$ cat src/rtl/hrv_pkg.sv
// Shared types and constants for the HRV front end (RR extraction and RMSSD).
package hrv_pkg;

  typedef enum logic [1:0] {
    SEEK    = 2'd0,
    TRACK   = 2'd1,
    REFRACT = 2'd2
  } rr_state_t;

  localparam int RR_W               = 8;
  localparam int CNT_W_DEFAULT      = 12;
  localparam int REFRACT_LEN_DEFAULT = 40;
  localparam int SCALE_SHIFT_DEFAULT = 2;

endpackage

$ cat src/rtl/rr_interval_extractor.sv
// R-peak detector: threshold/max tracking with a refractory window, emitting the
// scaled, saturated sample distance between successive peak maxima.
module rr_interval_extractor
  import hrv_pkg::*;
#(
  parameter int CNT_W       = CNT_W_DEFAULT,
  parameter int REFRACT_LEN = REFRACT_LEN_DEFAULT,
  parameter int SCALE_SHIFT = SCALE_SHIFT_DEFAULT
) (
  input  logic            clk,
  input  logic            rst_n,
  input  logic [7:0]      sample_in,
  input  logic            sample_valid,
  input  logic [7:0]      threshold,
  output logic [RR_W-1:0] rr_out,
  output logic            rr_valid,
  output logic            peak_pulse,
  output logic            overflow
);

  localparam int REF_W = (REFRACT_LEN < 2) ? 1 : $clog2(REFRACT_LEN + 1);
  localparam logic [CNT_W-1:0] CNT_MAX = '1;

  rr_state_t         state_reg, state_next;
  logic [CNT_W-1:0]  cnt_reg, cnt_next;
  logic [CNT_W-1:0]  max_pos_reg, max_pos_next;
  logic [CNT_W-1:0]  since_max_reg, since_max_next;
  logic [7:0]        max_val_reg, max_val_next;
  logic [REF_W-1:0]  ref_cnt_reg, ref_cnt_next;
  logic              have_prev_reg, have_prev_next;
  logic              overflow_reg, overflow_next;
  logic [RR_W-1:0]   rr_out_reg, rr_out_next;
  logic              rr_valid_reg, rr_valid_next;
  logic              peak_pulse_reg, peak_pulse_next;

  logic [CNT_W-1:0]  cnt_inc;
  logic [CNT_W-1:0]  since_inc;
  logic              sat_hit;

  function automatic logic [RR_W-1:0] scale_clip(input logic [CNT_W-1:0] c);
    logic [CNT_W+RR_W-1:0] wide;
    wide = {{RR_W{1'b0}}, c} >> SCALE_SHIFT;
    if (wide > (CNT_W+RR_W)'((1 << RR_W) - 1))
      return '1;
    return wide[RR_W-1:0];
  endfunction

  always_ff @(posedge clk or negedge rst_n) begin
    if (!rst_n) begin
      state_reg      <= SEEK;
      cnt_reg        <= '0;
      max_pos_reg    <= '0;
      since_max_reg  <= '0;
      max_val_reg    <= '0;
      ref_cnt_reg    <= '0;
      have_prev_reg  <= 1'b0;
      overflow_reg   <= 1'b0;
      rr_out_reg     <= '0;
      rr_valid_reg   <= 1'b0;
      peak_pulse_reg <= 1'b0;
    end else begin
      state_reg      <= state_next;
      cnt_reg        <= cnt_next;
      max_pos_reg    <= max_pos_next;
      since_max_reg  <= since_max_next;
      max_val_reg    <= max_val_next;
      ref_cnt_reg    <= ref_cnt_next;
      have_prev_reg  <= have_prev_next;
      overflow_reg   <= overflow_next;
      rr_out_reg     <= rr_out_next;
      rr_valid_reg   <= rr_valid_next;
      peak_pulse_reg <= peak_pulse_next;
    end
  end

  always_comb begin
    state_next      = state_reg;
    cnt_next        = cnt_reg;
    max_pos_next    = max_pos_reg;
    since_max_next  = since_max_reg;
    max_val_next    = max_val_reg;
    ref_cnt_next    = ref_cnt_reg;
    have_prev_next  = have_prev_reg;
    overflow_next   = overflow_reg;
    rr_out_next     = rr_out_reg;
    rr_valid_next   = 1'b0;
    peak_pulse_next = 1'b0;

    cnt_inc   = (cnt_reg == CNT_MAX) ? CNT_MAX : cnt_reg + 1'b1;
    since_inc = (since_max_reg == CNT_MAX) ? CNT_MAX : since_max_reg + 1'b1;
    sat_hit   = (cnt_reg == CNT_MAX - 1'b1);

    if (sample_valid) begin
      cnt_next       = cnt_inc;
      since_max_next = since_inc;
      // Only the transition into saturation invalidates the reference peak.
      if (sat_hit) begin
        overflow_next  = 1'b1;
        have_prev_next = 1'b0;
      end

      unique case (state_reg)
        SEEK: begin
          if (sample_in >= threshold) begin
            state_next     = TRACK;
            max_val_next   = sample_in;
            max_pos_next   = cnt_inc;
            since_max_next = '0;
          end
        end

        TRACK: begin
          if (sample_in >= threshold) begin
            if (sample_in > max_val_reg) begin
              max_val_next   = sample_in;
              max_pos_next   = cnt_inc;
              since_max_next = '0;
            end
          end else begin
            peak_pulse_next = 1'b1;
            if (have_prev_reg && !sat_hit) begin
              rr_out_next   = scale_clip(max_pos_reg);
              rr_valid_next = 1'b1;
            end
            have_prev_next = 1'b1;
            overflow_next  = 1'b0;
            // Samples since the maximum equal (cnt+1)-max_pos, and stay exact
            // even when cnt was pinned at saturation.
            cnt_next       = since_inc;
            ref_cnt_next   = REF_W'(REFRACT_LEN);
            state_next     = REFRACT;
          end
        end

        REFRACT: begin
          ref_cnt_next = (ref_cnt_reg != '0) ? ref_cnt_reg - 1'b1 : '0;
          if (ref_cnt_reg <= REF_W'(1))
            state_next = SEEK;
        end

        default: state_next = SEEK;
      endcase
    end
  end

  assign rr_out     = rr_out_reg;
  assign rr_valid   = rr_valid_reg;
  assign peak_pulse = peak_pulse_reg;
  assign overflow   = overflow_reg;

endmodule

$ cat config.mk
export PLATFORM = sky130hd
export DESIGN_NAME = rr_interval_extractor
export DESIGN_NICKNAME = d
export VERILOG_FILES = /design/src/rtl/hrv_pkg.sv /design/src/rtl/rr_interval_extractor.sv
export SDC_FILE = /design/constraint.sdc
export NUM_CORES = 1
export LEC_CHECK = 0
export ABC_AREA = 0
export CORE_ASPECT_RATIO = 1.1
export CORE_MARGIN = 4
export CORE_UTILIZATION = 40
export CTS_CLUSTER_SIZE = 24
export DETAILED_ROUTE_END_ITERATION = 7
export PLACE_DENSITY = 0.7
export RECOVER_POWER = 25
export SLEW_MARGIN = 15
export SYNTH_ARGS = -nofsm -noshare
export SYNTH_HDL_FRONTEND = slang
export SYNTH_SLANG_ARGS = --single-unit
$ cat constraint.sdc
create_clock -name clk -period 2.4 [get_ports clk]
set_clock_uncertainty 0.2 [all_clocks]
set_input_delay 0.72 -clock clk [delete_from_list [all_inputs] [get_ports clk]]
set_output_delay 0.72 -clock clk [all_outputs]
set_load 0.01 [all_outputs]
==> results.cfg, run 1 <==
[status]
status = finished with violations
violations = setup timing

[global_routing]
track_usage_pct = 18.4
grt_first_pass_wirelength_um = 16100
grt_max_degree = 34
grt_overflow = 0
antenna_found_initial = 0
grt_pass1_vias = 3292

[clock_tree]
cts_sinks = 62
numCtsBuffers = 9
ctsHtreeMaxLevel = 3
clock_path_buffers = 2
root_buffer = clkbuf_8
cts_tree = yes
clk_pin_slew_ns = 0.06
clk_latency_ns = 0.35

[pwr]
vdd_ir_drop_max_uv = 366
leakage_nw = 2.25
powerDensity_mw_per_mm2 = 1010

[sta]
max_freq_ghz = 0.388
slew_headroom_pct = 53.3
period_needed_ns = 2.58
drv_slew = 0
hold_violations = 0
fin_crit_sh_pct = 107
worstMarginPinSlew_ns = 0.700
setup_viol = 33
hold_slack_ns = 0.309
rsz0062_at_grt = true
setup_ws_ns = -0.176

[setup_path]
critPathRequiredTime_ns = 2.42
worst-path-max-fanout = 5
crit_start = sample_in[0]
r2r_start = max_val_reg[3]$_DFFE_PN0P_
startpoint_type = input port
crit_type = input port to flip-flop
endpoint_kind = flip-flop
cp.arrival_ns = 2.59

[floorplanning]
ios = 30
die_height_um = 110
start_util_pct = 41.7
rows = 36
dieWidth_um = 100
die-area_mm2 = 0.0110
coreArea_mm2 = 0.00901

[layout]
num-nets-final = 484
area_delta_synth_final_pct = 36.3
fill_cells = 765
register_area_mm2 = 0.00155
multiInputGateArea_mm2 = 0.00240
n_antenna_cell = 0
drive_gt1_share_pct = 35.0
final_cell_area_mm2 = 0.00512

[detailed_routing]
ant_nets = 0
drt_first_pass_iters = 4
wire_per_inst_um = 17.5
post-route-drc-count = 0
vias = 3128
via_per_inst = 5.57
wl_um = 9860
initialDrtViolationCount = 140

[synth]
yosysSeqAreaShare_pct = 41.3
syn_area_mm2 = 0.00376
synth-edff-count = 0
async_flop_share_pct = 100
syn_avg_cell_area_um2 = 10.0
syn_nets = 416
yosysWarnings = 0
syn_inst = 375
ys_seq_elements = 62
synthDistinctLibCells = 62
synth_top_flop_cell = dfrtp_1

[placement]
port-buffer-count = 29
routabilityCongestion = 0.871
place_ws_ns = -1.02
dp_hpwl_um = 6290
placed_area_mm2 = 0.00452

[hold_path]
hp-start = ref_cnt_reg[1]$_DFFE_PN0P_
hold_class = flip-flop to flip-flop

[job]
drv_cap = 0
[cells in the final DEF, fill, tap and decap left out, drive strengths merged, types with 15 or more instances in the layout]
cell / instances
a21oi: 30
o21ai: 22
clkbuf: 15
ha: 22
mux2: 27
nor2: 18
dfrtp: 62
inv: 30
nand2: 30
buf: 51
[routing by layer]
metal	global-route usage, %	up-vias	routed length (um)
li1	-	1503	-
met1	23.1	1525	4160
met2	32.6	80	5140
met3	2.22	20	356
met4	6.45	0	212
met5	0	-	0
[Yosys cell counts, drive strengths merged (2+ instances only)]
cell type	n	area, um^2
nor2b	5	33.8
a2bb2oi	3	26.3
mux2	27	327
o31ai	3	27.5
o211ai	3	36.3
nand4	12	96.3
o2bb2ai	7	61.3
clkbuf	9	33.8
o21a	2	15.0
dfrtp	62	1550
and2b	2	17.5
nand3	13	65.1
and4	3	26.3
and3	5	31.3
o211a	2	20.0
a22o	3	26.3
or3	11	68.8
inv	29	109
o22ai	2	12.5
ha	22	275
o21ai	22	110
o22a	2	17.5
mux2i	3	30.0
nand2	30	113
a221oi	2	23.8
xnor2	4	35.0
or2	3	18.8
buf	4	41.3
nand2b	4	32.5
xor2	6	52.6
nor2	18	67.6
nor3	8	40.0
a31oi	2	12.5
a21oi	30	154
o32ai	2	36.3
[final timing paths]
path / endpoint / slack [ns] / cells past startpoint
setup / recovery: max_pos_reg[5]$_DFFE_PN0P_ / -0.18 / 12
setup reg to reg: max_pos_reg[5]$_DFFE_PN0P_ / -0.07 / 10
max in group asynchronous: max_pos_reg[5]$_DFFE_PN0P_ / 0.55 / 3
min in group asynchronous: rr_out[3]$_DFFE_PN0P_ / 0.52 / 2
hold / removal: ref_cnt_reg[1]$_DFFE_PN0P_ / 0.31 / 2
hold reg to reg: ref_cnt_reg[1]$_DFFE_PN0P_ / 0.31 / 2
[what timing repair did]
action                                 4_1_cts  5_1_grt
buffers inserted                             9        1
setup endpoints to repair                   62       51
endpoints found under the hold margin        2        0
hold buffers                                 1        0
gates resized for setup                    106       26
cloned                                       3        2
pin swaps                                   20       14
[layout make-up]
type,instances,area share (%)
tap,114,2.79
multi-input combinational,272,46.9
timing repair buffer,69,13.0
clock buffer,11,2.76
sequential,62,30.3
inverter,29,2.61
clock inverter,5,1.59
[stage by stage]
| step | setup TNS (ns) | utilization (%) | cells | power [mW] |
|---|---|---|---|---|
| floorplan | -7.61 | - | 375 | 3.03 |
| global placement | -51.96 | 50.1 | 532 | 3.62 |
| detailed placement | -54.01 | 50.1 | 532 | 3.71 |
| CTS | -2.85 | 55.5 | 560 | 5.00 |
| global route | -4.77 | 56.8 | 562 | 5.49 |
| finish | -2.22 | 56.8 | 562 | 5.17 |
[critical path, stage by stage]
cell and delay [ns]:
buf_12 0.09, inv_12 0.03, ha_4 0.24, nand2b_4 0.12
a2111oi_4 0.07, buf_4 0.15, o32ai_4 0.25, o211ai_4 0.11
or2_4 0.25, buf_6 0.14, buf_12 0.13, mux2_4 0.29
[cell families after synthesis]
group                      after synthesis  share of synthesized area, %
DFF                                     62                          41.3
buffers and inverters                   42                          4.90
muxes                                   30                          9.49
xor gates and xnor gates                10                          2.33
adders and majority gates               22                          7.33
and+or+nand+nor                        116                          16.6
AOI/OAI and AO/OA                       93                          18.1
[power breakdown]
group | switching, mW | total, mW | internal (mW)
Sequential | 0.373 | 1.82 | 1.44
Clock | 0.425 | 1.04 | 0.615
Combinational | 1.07 | 2.32 | 1.25
Power figures use the tool's default switching activity.
==> run 2: changes to the inputs <==
--- a/config.mk
+++ b/config.mk
@@ -9,6 +9,7 @@
 export CORE_ASPECT_RATIO = 1.1
 export CORE_MARGIN = 4
 export CORE_UTILIZATION = 40
+export CTS_CLUSTER_DIAMETER = 50
 export CTS_CLUSTER_SIZE = 24
 export DETAILED_ROUTE_END_ITERATION = 7
 export PLACE_DENSITY = 0.7
==> results of run 2 <==
Same layout as run 1: the final DEF is identical, and so are final timing and power.
==> run 3: changes to the inputs <==
--- a/config.mk
+++ b/config.mk
@@ -14,7 +14,7 @@
 export DETAILED_ROUTE_END_ITERATION = 7
 export PLACE_DENSITY = 0.7
 export RECOVER_POWER = 25
-export SLEW_MARGIN = 15
+export SLEW_MARGIN = 20
 export SYNTH_ARGS = -nofsm -noshare
 export SYNTH_HDL_FRONTEND = slang
 export SYNTH_SLANG_ARGS = --single-unit
==> results of run 3 <==
Same layout as run 1: the final DEF is identical, and so are final timing and power.
